===== config.mk =====
export PLATFORM = sky130hd
export DESIGN_NAME = ct_ciu_burst_arb
export DESIGN_NICKNAME = d
export VERILOG_FILES = /design/src/rtl/ct_ciu_burst_arb_pkg.sv /design/src/rtl/ct_prio.sv /design/src/rtl/ct_ciu_burst_arb.sv
export SDC_FILE = /design/constraint.sdc
export NUM_CORES = 1
export LEC_CHECK = 0
export CAP_MARGIN = 20
export CELL_PAD_IN_SITES_DETAIL_PLACEMENT = 2
export CELL_PAD_IN_SITES_GLOBAL_PLACEMENT = 2
export CORE_MARGIN = 2
export CORE_UTILIZATION = 11
export CTS_CLUSTER_DIAMETER = 50
export DETAILED_ROUTE_END_ITERATION = 8
export PLACE_DENSITY_LB_ADDON = 0.1
export SLEW_MARGIN = 25
export SYNTH_ARGS = -nofsm -noshare
export SYNTH_HDL_FRONTEND = slang
export SYNTH_SLANG_ARGS = --single-unit

===== constraint.sdc =====
create_clock -name clk -period 3.05 [get_ports clk]
set_input_delay 0.61 -clock clk [delete_from_list [all_inputs] [get_ports clk]]
set_output_delay 0.61 -clock clk [all_outputs]
set_load 0.05 [all_outputs]

===== src/rtl/ct_ciu_burst_arb_pkg.sv =====
// Shared definitions for the CIU burst arbiter: FSM encodings and
// default sizing used by the arbiter top and its testbenches.
package ct_ciu_burst_arb_pkg;

   // Arbiter FSM: IDLE arbitrates per burst, LOCK follows one requester.
   typedef enum logic {
      ST_IDLE = 1'b0,
      ST_LOCK = 1'b1
   } arb_state_e;

   localparam int CIU_NUM_DEF  = 4;
   localparam int CIU_MAXB_DEF = 16;

   // Width of a counter that must be able to hold the value maxb.
   function automatic int cnt_width(input int maxb);
      return (maxb < 1) ? 1 : $clog2(maxb + 1);
   endfunction

endpackage


===== src/rtl/ct_prio.sv =====
// Least-recently-granted priority matrix.
// pri_reg[i][j] = 1 means requester i currently beats requester j.
// A one-hot clr moves that requester to the lowest priority.
module ct_prio #(
   parameter int NUM = 4
) (
   input  logic           clk,
   input  logic           rst_b,
   input  logic [NUM-1:0] valid,
   input  logic [NUM-1:0] clr,
   output logic [NUM-1:0] grant
);

   logic [NUM-1:0][NUM-1:0] pri_reg;
   logic [NUM-1:0][NUM-1:0] beats_me;

   // Matrix update: reset to index order, demote the cleared requester.
   always_ff @(posedge clk or negedge rst_b) begin
      if (!rst_b) begin
         for (int i = 0; i < NUM; i++) begin
            for (int j = 0; j < NUM; j++) begin
               pri_reg[i][j] <= (i < j);
            end
         end
      end else if (|clr) begin
         for (int i = 0; i < NUM; i++) begin
            for (int j = 0; j < NUM; j++) begin
               if (clr[i]) begin
                  pri_reg[i][j] <= 1'b0;
               end else if (clr[j]) begin
                  pri_reg[i][j] <= 1'b1;
               end
            end
         end
      end
   end

   // A requester wins when no other valid requester beats it.
   // The diagonal is always 0, so no self-exclusion is needed.
   generate
      for (genvar gi = 0; gi < NUM; gi++) begin : g_grant
         for (genvar gj = 0; gj < NUM; gj++) begin : g_col
            assign beats_me[gi][gj] = pri_reg[gj][gi];
         end
         assign grant[gi] = valid[gi] & ~(|(valid & beats_me[gi]));
      end
   endgenerate

endmodule


===== src/rtl/ct_ciu_burst_arb.sv =====
// Burst arbiter: picks a requester by LRU at the first beat, then locks
// onto it until its last beat. Flags bursts that run past MAXB beats.
module ct_ciu_burst_arb
   import ct_ciu_burst_arb_pkg::*;
#(
   parameter int NUM  = CIU_NUM_DEF,
   parameter int DW   = 64,
   parameter int MAXB = CIU_MAXB_DEF
) (
   input  logic              clk,
   input  logic              rst_b,
   input  logic [NUM-1:0]    req_vld,
   input  logic [NUM-1:0]    req_last,
   input  logic [NUM*DW-1:0] req_data,
   output logic [NUM-1:0]    req_rdy,
   output logic              out_vld,
   output logic              out_last,
   output logic [DW-1:0]     out_data,
   output logic [NUM-1:0]    out_src,
   input  logic              out_rdy,
   output logic              lock_err
);

   localparam int            IDW    = (NUM > 1) ? $clog2(NUM) : 1;
   localparam int            CW     = cnt_width(MAXB);
   localparam logic [CW-1:0] MAXB_C = CW'(MAXB);

   arb_state_e              state_reg;
   arb_state_e              state_next;
   logic [IDW-1:0]          lock_id_reg;
   logic [CW-1:0]           beat_cnt_reg;
   logic                    lock_err_reg;

   logic [NUM-1:0]          prio_vld;
   logic [NUM-1:0]          prio_clr;
   logic [NUM-1:0]          grant_idle;
   logic [IDW-1:0]          grant_idx;
   logic [NUM-1:0]          lock_oh;
   logic [NUM-1:0]          src_oh;
   logic [NUM-1:0][DW-1:0]  data_masked;
   logic [DW-1:0]           sel_data;
   logic                    sel_vld;
   logic                    sel_last;
   logic                    xfer;

   // The matrix only sees requests while idle and only learns from first beats.
   assign prio_vld = (state_reg == ST_IDLE) ? req_vld : '0;
   assign prio_clr = ((state_reg == ST_IDLE) && xfer) ? src_oh : '0;

   ct_prio #(
      .NUM (NUM)
   ) u_prio (
      .clk   (clk),
      .rst_b (rst_b),
      .valid (prio_vld),
      .clr   (prio_clr),
      .grant (grant_idle)
   );

   // Source select: LRU winner while idle, registered lock owner otherwise.
   always_comb begin
      lock_oh              = '0;
      lock_oh[lock_id_reg] = 1'b1;
      src_oh               = (state_reg == ST_IDLE) ? grant_idle : lock_oh;
      grant_idx            = '0;
      for (int i = 0; i < NUM; i++) begin
         if (grant_idle[i]) begin
            grant_idx = IDW'(i);
         end
      end
   end

   generate
      for (genvar gi = 0; gi < NUM; gi++) begin : g_mask
         assign data_masked[gi] = src_oh[gi] ? req_data[gi*DW +: DW] : '0;
      end
   endgenerate

   // OR-reduce the masked beats; src_oh is one-hot or zero.
   always_comb begin
      sel_data = '0;
      for (int i = 0; i < NUM; i++) begin
         sel_data = sel_data | data_masked[i];
      end
   end

   assign sel_vld  = |(req_vld & src_oh);
   assign sel_last = |(req_last & src_oh);
   assign xfer     = out_vld & out_rdy;

   // FSM state register.
   always_ff @(posedge clk or negedge rst_b) begin
      if (!rst_b) begin
         state_reg <= ST_IDLE;
      end else begin
         state_reg <= state_next;
      end
   end

   // Next state: lock on a non-last first beat, release on the last beat.
   always_comb begin
      state_next = state_reg;
      case (state_reg)
         ST_IDLE: if (xfer && !sel_last) state_next = ST_LOCK;
         ST_LOCK: if (xfer && sel_last)  state_next = ST_IDLE;
         default: state_next = ST_IDLE;
      endcase
   end

   // Outputs: forced quiet while reset is asserted.
   always_comb begin
      out_vld  = rst_b & sel_vld;
      out_last = out_vld & sel_last;
      out_data = out_vld ? sel_data : '0;
      out_src  = out_vld ? src_oh : '0;
      req_rdy  = (out_vld & out_rdy) ? src_oh : '0;
      lock_err = lock_err_reg;
   end

   // Lock owner, saturating beat count and sticky overrun flag.
   always_ff @(posedge clk or negedge rst_b) begin
      if (!rst_b) begin
         lock_id_reg  <= '0;
         beat_cnt_reg <= '0;
         lock_err_reg <= 1'b0;
      end else if (xfer) begin
         if (state_reg == ST_IDLE) begin
            if (!sel_last) begin
               lock_id_reg  <= grant_idx;
               beat_cnt_reg <= CW'(1);
            end
         end else begin
            if (beat_cnt_reg == MAXB_C) begin
               lock_err_reg <= 1'b1;
            end
            if (sel_last) begin
               beat_cnt_reg <= '0;
            end else if (beat_cnt_reg != MAXB_C) begin
               beat_cnt_reg <= beat_cnt_reg + CW'(1);
            end
         end
      end
   end

endmodule


# Word-level counts from Yosys, hierarchy flattened
# Cells that the tools add are included.
[totals]
output_inout_bits = 75
elab_cells = 110
inputBits = 267
register_bits = 21
[op_classes]
reduce_logical = 27
n_mux = 38
n_lt_le_gt_ge = 2
eq_ne = 4
addsub = 1
bitwise = 22
[ops]
columns = ["cell", "n"]
rows = [
  ["2-to-1 mux 64 bit", 5],
  ["bitwise OR 64 bit", 3],
  ["OR reduction 4 bit", 7],
  ["AND 4 bit", 5],
  ["2-to-1 mux 1 bit", 20],
  ["2-to-1 mux 4 bit", 5],
  ["2-to-1 mux 5 bit", 4],
  ["AND reduction 2 bit", 6],
  ["nonzero test 2 bit", 6],
  ["AND reduction 3 bit", 3],
  ["AND 1 bit", 7],
  ["NOT 1 bit", 6],
  ["adder 5 x 1 -> 5 bit (second input constant)", 1],
  ["equality test 5 bit (second input constant)", 1],
  ["inequality test 5 bit (second input constant)", 1],
  ["AND 4 x 3 -> 4 bit", 1],
  ["logical AND 1 bit", 4],
  ["2-to-1 mux 2 bit", 2],
  ["less-than comparator 2 x 3 -> 1 bit (second input constant)", 1],
  ["inequality test 3 x 1 -> 1 bit (second input constant)", 1],
  ["demux 1 bit (select 2 bit)", 1],
  [">= comparator 2 x 1 -> 1 bit (second input constant)", 1],
  ["inequality test 2 bit (second input constant)", 1],
  ["case mux 1 bit (2 select lines)", 1],
  ["logical NOT 1 bit", 1],
]

# Longest topological paths before layout
# Gate-level depths: netlist (run 1).
[logic_depth]
depth_word = 14
ltp_mapped = 8
mapped_depth_nobuf = 7

# By module
# Synthesis (run 1) repeated with hierarchy kept, for this count alone.
[hier_totals]
hier_cells = 378
area_unflattened_um2 = 2773.9
[modules_own_cells]
columns = ["module", "cells_each", "area_each_um2", "instances", "seq_area_each_um2"]
rows = [
  ["ct_ciu_burst_arb", 330, 2306.0, 1, 225.2],
  ["ct_prio", 48, 467.9, 1, 307.8],
]

# Worst setup path after synthesis (run 1)
# Ideal clock, no wire load.
[synth_path]
kind = "input port to output port"
from = "in req_vld[0]"
to = "out out_data[14]"
t_arrival_ns = 2.483
path_slack_ns = -0.043
path_buffers = 2
required_time_ns = 2.440
path_stages = 7
path_cell_list = "a22oi_1 nand3_2 a31oi_2 nor2_1 buf_4 buf_2 a21oi_1"
[synth_via]
elab_chain_len = 11
elab_cells_between_ends = 29
classes_between = "mux: 7; bitwise: 17; reduce/logical: 5"
[synth_lines]
columns = ["item", "line", "text"]
rows = [
  ["start: declaration", "ct_ciu_burst_arb.sv:12", "input logic [NUM-1:0] req_vld,"],
  ["2-to-1 mux 4 bit", "ct_ciu_burst_arb.sv:47", "assign prio_vld = (state_reg == ST_IDLE) ? req_vld : '0;"],
  ["AND 4 bit", "ct_prio.sv:45", "assign grant[gi] = valid[gi] & ~(|(valid & beats_me[gi]));"],
  ["OR reduction 4 bit", "ct_prio.sv:45", ""],
  ["NOT 1 bit", "ct_prio.sv:45", ""],
  ["AND 1 bit", "ct_prio.sv:45", ""],
  ["2-to-1 mux 4 bit", "ct_ciu_burst_arb.sv:64", "src_oh = (state_reg == ST_IDLE) ? grant_idle : lock_oh;"],
  ["2-to-1 mux 64 bit", "ct_ciu_burst_arb.sv:75", "assign data_masked[gi] = src_oh[gi] ? req_data[gi*DW +: DW] : '0;"],
  ["bitwise OR 64 bit (3 in a row)", "ct_ciu_burst_arb.sv:83", "sel_data = sel_data | data_masked[i];"],
  ["2-to-1 mux 64 bit *", "ct_ciu_burst_arb.sv:114", "out_data = out_vld ? sel_data : '0;"],
  ["end: declaration", "ct_ciu_burst_arb.sv:18", "output logic [DW-1:0] out_data,"],
]
# Every way passes the cells marked *; elsewhere a longest branch is shown, timed or not.

# Final worst setup path (run 1)
[layout_path]
from = "in req_vld[0]"
to = "out out_data[20]"
# Same word-level chain as after synthesis.

==> parameters.txt, run 1 <==
Parameter                              Value

Die
  Die Span X    160 um
  Chip Height    160 um
  Floorplan Core Area    24,100 sq um
  Total I/O pin count    342
  Count of standard-cell rows    57
  Initial core utilization    around 11%
  Full die area    25,600 sq um

Timing
  Post-route clock skew    0.00408 ns
  Final Max Tran Viols    0
  Measured slew at the worst slew-check pin    0.512 ns
  Setup slack of the critical path after layout    0.105 ns
  Hold Violations, Final    0
  Worst rel slew slack    65.8%
  Post-route fraction of the period consumed by the critical path    96.6%
  Unrepaired setup endpoints after global routing    no
  Total of endpoints with negative setup slack in the final report    0
  Minimum clock period    2.94 ns
  Highest attainable clock frequency    340 MHz

Placed design
  Placed inst area    between 7000 and 8000 sq um
  PortBufs    341
  Routability Congestion    approximately 0.98
  DP Worst Slack    -0.348 ns
  Dpl hpwl    20,500 um

Pwr
  Maximum VDD drop    between 300 and 400 uV
  Share of total power in combinational logic    88.5%
  Leak pwr    2.83 nW
  Power per standard cell area    995 nW/um^2
  Sw power    4.01 mW
  Proportion of power drawn by flip-flops and latches    7.5%
  Internal power contribution    3.35 mW
  Switching share of power    54.5%
  Clock group share of total power    4.1%

Final layout
  Signed area change from the synthesized netlist to the final layout    176%
  Fraction of final layout cells sized beyond drive strength 1    between 20% and 30%
  Post-layout utilization of the core    30.7%
  Most common cell after layout, fill and taps aside    clkdlybuf4s50_1
  Highest-count cells in the layout ignoring fill and taps    clkdlybuf4s50_1 (262), a22oi_1 (128), buf_4 (105), a21oi_1 (54), buf_12 (36)
  Combined flip-flop and latch cell area    534 sq um
  Area of all placed cells without fillers    7400 sq um
  Max reg flops    12
  Number of fillers in the final layout    between 2,000 and 3,000
  Area occupied by multi-input gates    2050 sq um
  Net total in the final layout    roughly 1,000

Global route
  Remaining Overflow, GRT    0
  Antenna violations before repair    3
  Total routing resource utilization after global routing    18.1%
  Vias in the first global route    5,415
  First-pass GRT wire length    35,500 um
  Pin count of the biggest net entering global routing    30

Routing
  Detailed-router iteration count before antenna repair    4
  Total Wirelength    24,300 um
  Count of antenna-violating nets left after detailed routing    0
  Average vias per placed instance    4.53
  Iteration-0 DRC count of the detailed router    between 200 and 250
  WL per Instance    22.8 um
  Routed vias    4,829
  DR DRC count    0

Clock tree
  Number of sinks on the clock net    21
  Clock-pin slew on the worst setup and hold paths    0.07 ns
  Clock network latency to the later pin of the worst-skew pair    0.26 ns
  Max clock buf depth    2
  Clock H-tree levels    1
  Clock tree root buffer cell    clkbuf_16
  Total CTS buffers    3
  TritonCTS clock tree    done

Critical path
  Stages on worst setup path    9
  Cell depth of the worst flop-to-flop path    8
  WS Path Type    in -> out
  Category of the worst setup path launch point    input port
  Critical path fanouts, max    6
  Kind of cell adding the most delay to the critical path    buffers and inverters
  Largest stage delay on the critical path    0.30 ns
  Worst path required time    2.44 ns
  WP data arrival    2.33 ns
  Kind of capture point of the worst setup path    output port
  Crit path buf inv count    4
  Max stage delay cell, worst path    a32o_2
  Series of cell instances along the critical path    buf_2 -> nor2b_2 -> a32o_2 -> a32o_2 -> nor2_4 -> buf_12 -> buf_4 -> a21oi_1 -> buf_4

Yosys
  Most common flop cell mapped by yosys    dfrtp_1
  FF+latch count, synth    21
  Post-synthesis instance total    about 360
  Combined area of all synthesized cells    around 2700 sq um
  Synthesized net count    roughly 630
  YS warnings    0
  Number of flops mapped to enable cells by yosys    0
  Async SR Flop Fraction    100%
  Number of distinct library cells after synthesis    40
  Register area share after synthesis    19.9%
  Mean instance size in the synthesized netlist    between 7 and 8 sq um

Job
  Max-cap viol count    0

Status
  Run status    complete, no violations

Min path
  Type of the most critical hold path    reg -> reg
  Hold Crit Depth    1
stage by stage:
step / TNS (ns) / hold WS, ns / instances / total power [mW]
after detailed placement: -15.85 / 0.473 / 1054 / 6.91
final: 0 / 0.485 / 1067 / 7.36
after global placement: -12.65 / 0.460 / 1054 / 6.78
after floorplan: -1.74 / 0.314 / 357 / 3.87
after CTS: 0 / 0.491 / 1062 / 7.40
after global routing: 0 / 0.517 / 1066 / 7.82
path summary, 6_finish.rpt:
path	endpoint	slack, ns	startpoint
worst min register to register	lock_err$_DFFE_PN0P_	0.48	lock_err$_DFFE_PN0P_
worst max-delay path	out_data[20]	0.11	req_vld[0]
worst max register to register	beat_cnt_reg[4]$_DFFE_PN0P_	0.74	lock_id_reg[0]$_DFFE_PN0P_
worst min-delay path	lock_err$_DFFE_PN0P_	0.48	lock_err$_DFFE_PN0P_
min in group asynchronous	lock_id_reg[1]$_DFFE_PN0P_	0.58	rst_b
max in group asynchronous	u_prio.beats_me[9]$_DFFE_PN1P_	2.18	rst_b
cells by family (layout without fill, tap and decap cells):
logic type / count (synthesis) / count (layout) / synth area share [%]
other: 0 / 3 / 0
adder cells (fa/ha/maj): 2 / 2 / 0.935
AND/OR/NAND/NOR: 56 / 56 / 11.2
buffers and inverters: 45 / 428 / 7.25
flip-flops: 21 / 21 / 19.9
multiplexers: 5 / 5 / 2.52
AO/OA/AOI/OAI: 228 / 228 / 58.2
power groups by stage:
stage | registers [mW] | logic [mW] | clock network [mW]
6_report | 0.548 | 6.51 | 0.301
3_5_place_dp | 0.541 | 6.37 | 0
5_1_grt | 0.569 | 6.92 | 0.323
4_1_cts | 0.548 | 6.54 | 0.315
3_3_place_gp | 0.535 | 6.25 | 0
2_1_floorplan | 0.482 | 3.38 | 0
repair_timing:
action,CTS,global route
resized for setup,23,12
pin swaps,2,4
setup endpoints to repair,73,67
cloned,1,1
buffers inserted,3,1
hold buffers,0,0
per-layer routing:
layer  vias to the layer above  global-route usage [%]  routed length, um  part of all wire, %
met1                      2381                    20.8               9590                   39
met3                        22                    4.36               1550                  6.4
met5                         -                       0                  8                0.033
li1                       2218                       -                  -                    -
met4                         2                    3.81                444                  1.8
met2                       206                    33.8              12700                   52
synth_stat cells (3+ instances only):
master | count | area (sq um)
a22oi_1 | 132 | 991
a21oi_1 | 66 | 330
clkbuf_1 | 17 | 63.8
dfrtp_1 | 15 | 375
buf_2 | 14 | 70.1
nand3_1 | 13 | 65.1
o21a_1 | 12 | 90.1
nor2_1 | 10 | 37.5
nand2_1 | 9 | 33.8
nor2b_1 | 8 | 50.1
inv_1 | 7 | 26.3
dfstp_2 | 6 | 158
o21ai_0 | 6 | 30.0
buf_1 | 4 | 15.0
nand4_1 | 4 | 25.0
and2_1 | 3 | 18.8
mux2_1 | 3 | 33.8
or2_2 | 3 | 18.8
final cells by class:
type | instances | share of cell area (%)
diodes | 3 | 0.101
clock buffers | 3 | 1.01
clock inverters | 1 | 0.101
inverters | 8 | 0.406
multi-input cells | 291 | 27.8
flip-flops and latches | 21 | 7.22
well taps | 324 | 5.48
repair buffers | 416 | 57.9
No activity file was read; power rests on OpenSTA's default activity.
==> inputs of run 2 (changes only) <==
Settings changed: REMOVE_ABC_BUFFERS from default to 1.
==> run 2 against run 1 <==
Effect of this change: register-to-register slack about the same; sequential power up 1%; critical path type unchanged; combinational power down 1%; wire length up 9.3%; cell count up 2.5%; critical path depth unchanged; sequential cell count unchanged; total power down 1.1%; sequential share of layout area about the same.
==> parameters.txt, run 2 (synthesis gave the netlist of run 1 again) <==
Parameter                              Value

Pwr
  Switching share of power    55.1% (+0.64 points)
  Sw power    4.01 mW (about the same)
  Proportion of power drawn by flip-flops and latches    7.6% (about the same)
  Power per standard cell area    979 nW/um^2 (-1.6%)
  Leak pwr    2.89 nW (+2.3%)
  Clock group share of total power    3.9% (-0.2 points)
  Maximum VDD drop    343 uV (-1.5%)
  Internal power contribution    3.27 mW (-2.5%)
  Share of total power in combinational logic    88.5% (about the same)

Global route
  Vias in the first global route    5,434 (+0.35%)
  Met1 track demand over resource in global routing    23.1% (+2.3 points)
  Total routing resource utilization after global routing    19.5% (+1.4 points)
  GRT busiest layer    met2
  Antenna violations before repair    10 (+7)
  Met3 Use GR    4.13% (-0.23 points)
  First-pass GRT wire length    37,700 um (+6.2%)
  Remaining Overflow, GRT    0 (unchanged)
  Routing usage on met2    34.7% (+0.89 points)
  Pin count of the biggest net entering global routing    25 (-17%)

Final layout
  Number of fillers in the final layout    2,751 (-0.29%)
  Combined flip-flop and latch cell area    534 sq um (unchanged)
  Highest-count cells in the layout ignoring fill and taps    clkdlybuf4s50_1 (262), buf_4 (137), a22oi_1 (127), a21oi_1 (57), buf_12 (23)
  Net total in the final layout    1,031 (+2.1%)
  Most common cell after layout, fill and taps aside    clkdlybuf4s50_1
  Area occupied by multi-input gates    2070 sq um (+0.97%)
  Max reg flops    12 (unchanged)
  Fraction of final layout cells sized beyond drive strength 1    28.6% (+1.8 points)
  Signed area change from the synthesized netlist to the final layout    178%

Die
  Floorplan Core Area    24,100 sq um (unchanged)
  Count of standard-cell rows    57 (unchanged)
  Full die area    25,600 sq um (unchanged)
  Chip Height    160 um (unchanged)
  Initial core utilization    11.1% (unchanged)
  Die Span X    160 um (unchanged)
  Total I/O pin count    342 (unchanged)

Critical path
  Crit path buf inv count    5 (+1)
  Kind of capture point of the worst setup path    output port
  WS Path Type    in -> out
  Kind of cell adding the most delay to the critical path    buffers and inverters
  Series of cell instances along the critical path    clkdlybuf4s15_2 -> nor2b_2 -> a32o_4 -> buf_4 -> buf_8 -> buf_4 -> a22oi_1 -> a21oi_1 -> buf_4
  Max stage delay cell, worst path    a32o_4
  Critical path fanouts, max    24 (+18)
  Category of the worst setup path launch point    input port
  WP data arrival    2.38 ns (+0.05 ns)
  Cell type with the highest occurrence count on the critical path    buf_4
  Worst path required time    2.44 ns (about the same)
  Largest stage delay on the critical path    0.30 ns (about the same)

Routing
  Average vias per placed instance    4.51 (-0.35%)
  Total Wirelength    26,600 um (+9.3%)
  Detailed-router iteration count before antenna repair    5 (+1)
  Routed vias    4,934 (+2.2%)
  DR DRC count    0 (unchanged)
  Iteration-0 DRC count of the detailed router    228 (+5.1%)
  WL per Instance    24.3 um (+6.6%)
  Count of antenna-violating nets left after detailed routing    0 (unchanged)

Clock tree
  Max clock buf depth    2 (unchanged)
  Number of sinks on the clock net    21 (unchanged)
  Clock-pin slew on the worst setup and hold paths    0.06 ns (about the same)
  Clock H-tree levels    1 (unchanged)
  Clock network latency to the later pin of the worst-skew pair    0.26 ns (about the same)
  TritonCTS clock tree    done
  Total CTS buffers    3 (unchanged)
  Clock tree root buffer cell    clkbuf_16

Timing
  Hold Violations, Final    0 (unchanged)
  Total of endpoints with negative setup slack in the final report    0 (unchanged)
  Final Max Tran Viols    0 (unchanged)
  Worst rel slew slack    66.8% (+0.98 points)
  Highest attainable clock frequency    335 MHz (-1.4%)
  Fin Setup TNS    0 ns (unchanged)
  Post-route clock skew    0.00166 ns (-0.00242 ns)
  Measured slew at the worst slew-check pin    0.497 ns (-0.0147 ns)
  Setup slack of the critical path after layout    0.0624 ns (-0.0427 ns)
  Minimum clock period    2.99 ns (+0.0427 ns)
  Post-route fraction of the period consumed by the critical path    98.0% (+1.4 points)

Placed design
  PortBufs    341 (unchanged)
  DP Worst Slack    -0.389 ns (-0.0411 ns)
  Routability Congestion    0.905 (-7.5%)
  Dpl hpwl    21,800 um (+6.3%)

Job
  Max-cap viol count    0 (unchanged)

Min path
  Type of the most critical hold path    reg -> reg

Status
  Run status    complete, no violations
-- run 2: metal layers --
layer,up-vias,share of wire [%]
met5,-,0.034
met4,2,2.6
met3,30,5.7
met2,210,51
met1,2425,41
li1,2267,-
-- run 2: final timing paths --
check / startpoint / to / slack (ns) / depth (start not counted)
min: lock_err$_DFFE_PN0P_ / lock_err$_DFFE_PN0P_ / 0.48 / 1
max in group asynchronous: rst_b / u_prio.beats_me[9]$_DFFE_PN1P_ / 2.17 / 2
min in group asynchronous: rst_b / u_prio.beats_me[7]$_DFFE_PN0P_ / 0.61 / 2
max: req_vld[1] / out_data[24] / 0.06 / 9
min reg2reg: lock_err$_DFFE_PN0P_ / lock_err$_DFFE_PN0P_ / 0.48 / 1
max reg2reg: flip-flop / u_prio.beats_me[14]$_DFFE_PN1P_ / 0.73 / 10
-- run 2: layout make-up --
cell class                      instances  area share [%]
Tap cell                              324            5.45
Timing Repair Buffer                  437            57.7
Antenna cell                            9           0.303
Sequential cell                        21            7.19
Clock buffer                            3            1.01
Multi-Input combinational cell        291            27.9
Clock inverter                          1          0.0673
Inverter                                8           0.404
-- run 2: worst register-to-register path, stage by stage (launching register included) --
cell     delay (ns)
dfrtp_2        0.49
nor2b_1        0.20
a32o_4         0.29
a32o_2         0.27
nor2_4         0.19
buf_12         0.18
inv_1          0.07
buf_4          0.13
buf_4          0.13
nand3_1        0.16
o21a_1         0.15
-- run 2: power groups by stage --
| stage | combinational [mW] | clock (mW) | sequential (mW) |
|---|---|---|---|
| after floorplan | 3.20 | 0 | 0.501 |
| after global placement | 5.88 | 0 | 0.546 |
| after detailed placement | 5.96 | 0 | 0.551 |
| after CTS | 6.30 | 0.297 | 0.560 |
| after global routing | 6.86 | 0.307 | 0.581 |
| final | 6.44 | 0.283 | 0.556 |
-- run 2: per-stage QoR --
step | cells | hold WS [ns] | power [mW] | util [%] | instance area, sq um
finish | 1094 | 0.485 | 7.28 | 30.8 | 7430
floorplan | 320 | 0.314 | 3.70 | - | 2510
global route | 1094 | 0.528 | 7.75 | 30.8 | 7430
detailed placement | 1060 | 0.480 | 6.51 | 28.9 | 6960
global placement | 1060 | 0.471 | 6.42 | 28.9 | 6960
CTS | 1073 | 0.498 | 7.16 | 30.1 | 7250
-- run 2: timing repair --
action / in CTS / in global routing
gates resized for setup: 32 / 24
gates cloned: 2 / 0
setup buffers: 7 / 13
hold buffers: 0 / 0
endpoints found under the setup margin: 73 / 61
pin swaps: 6 / 15
==> inputs of run 3 (changes only) <==
Settings changed: GPL_ROUTABILITY_DRIVEN from default to 0.
==> results of run 3 <==
Same layout as run 2: the final DEF is identical, and so are final timing and power.
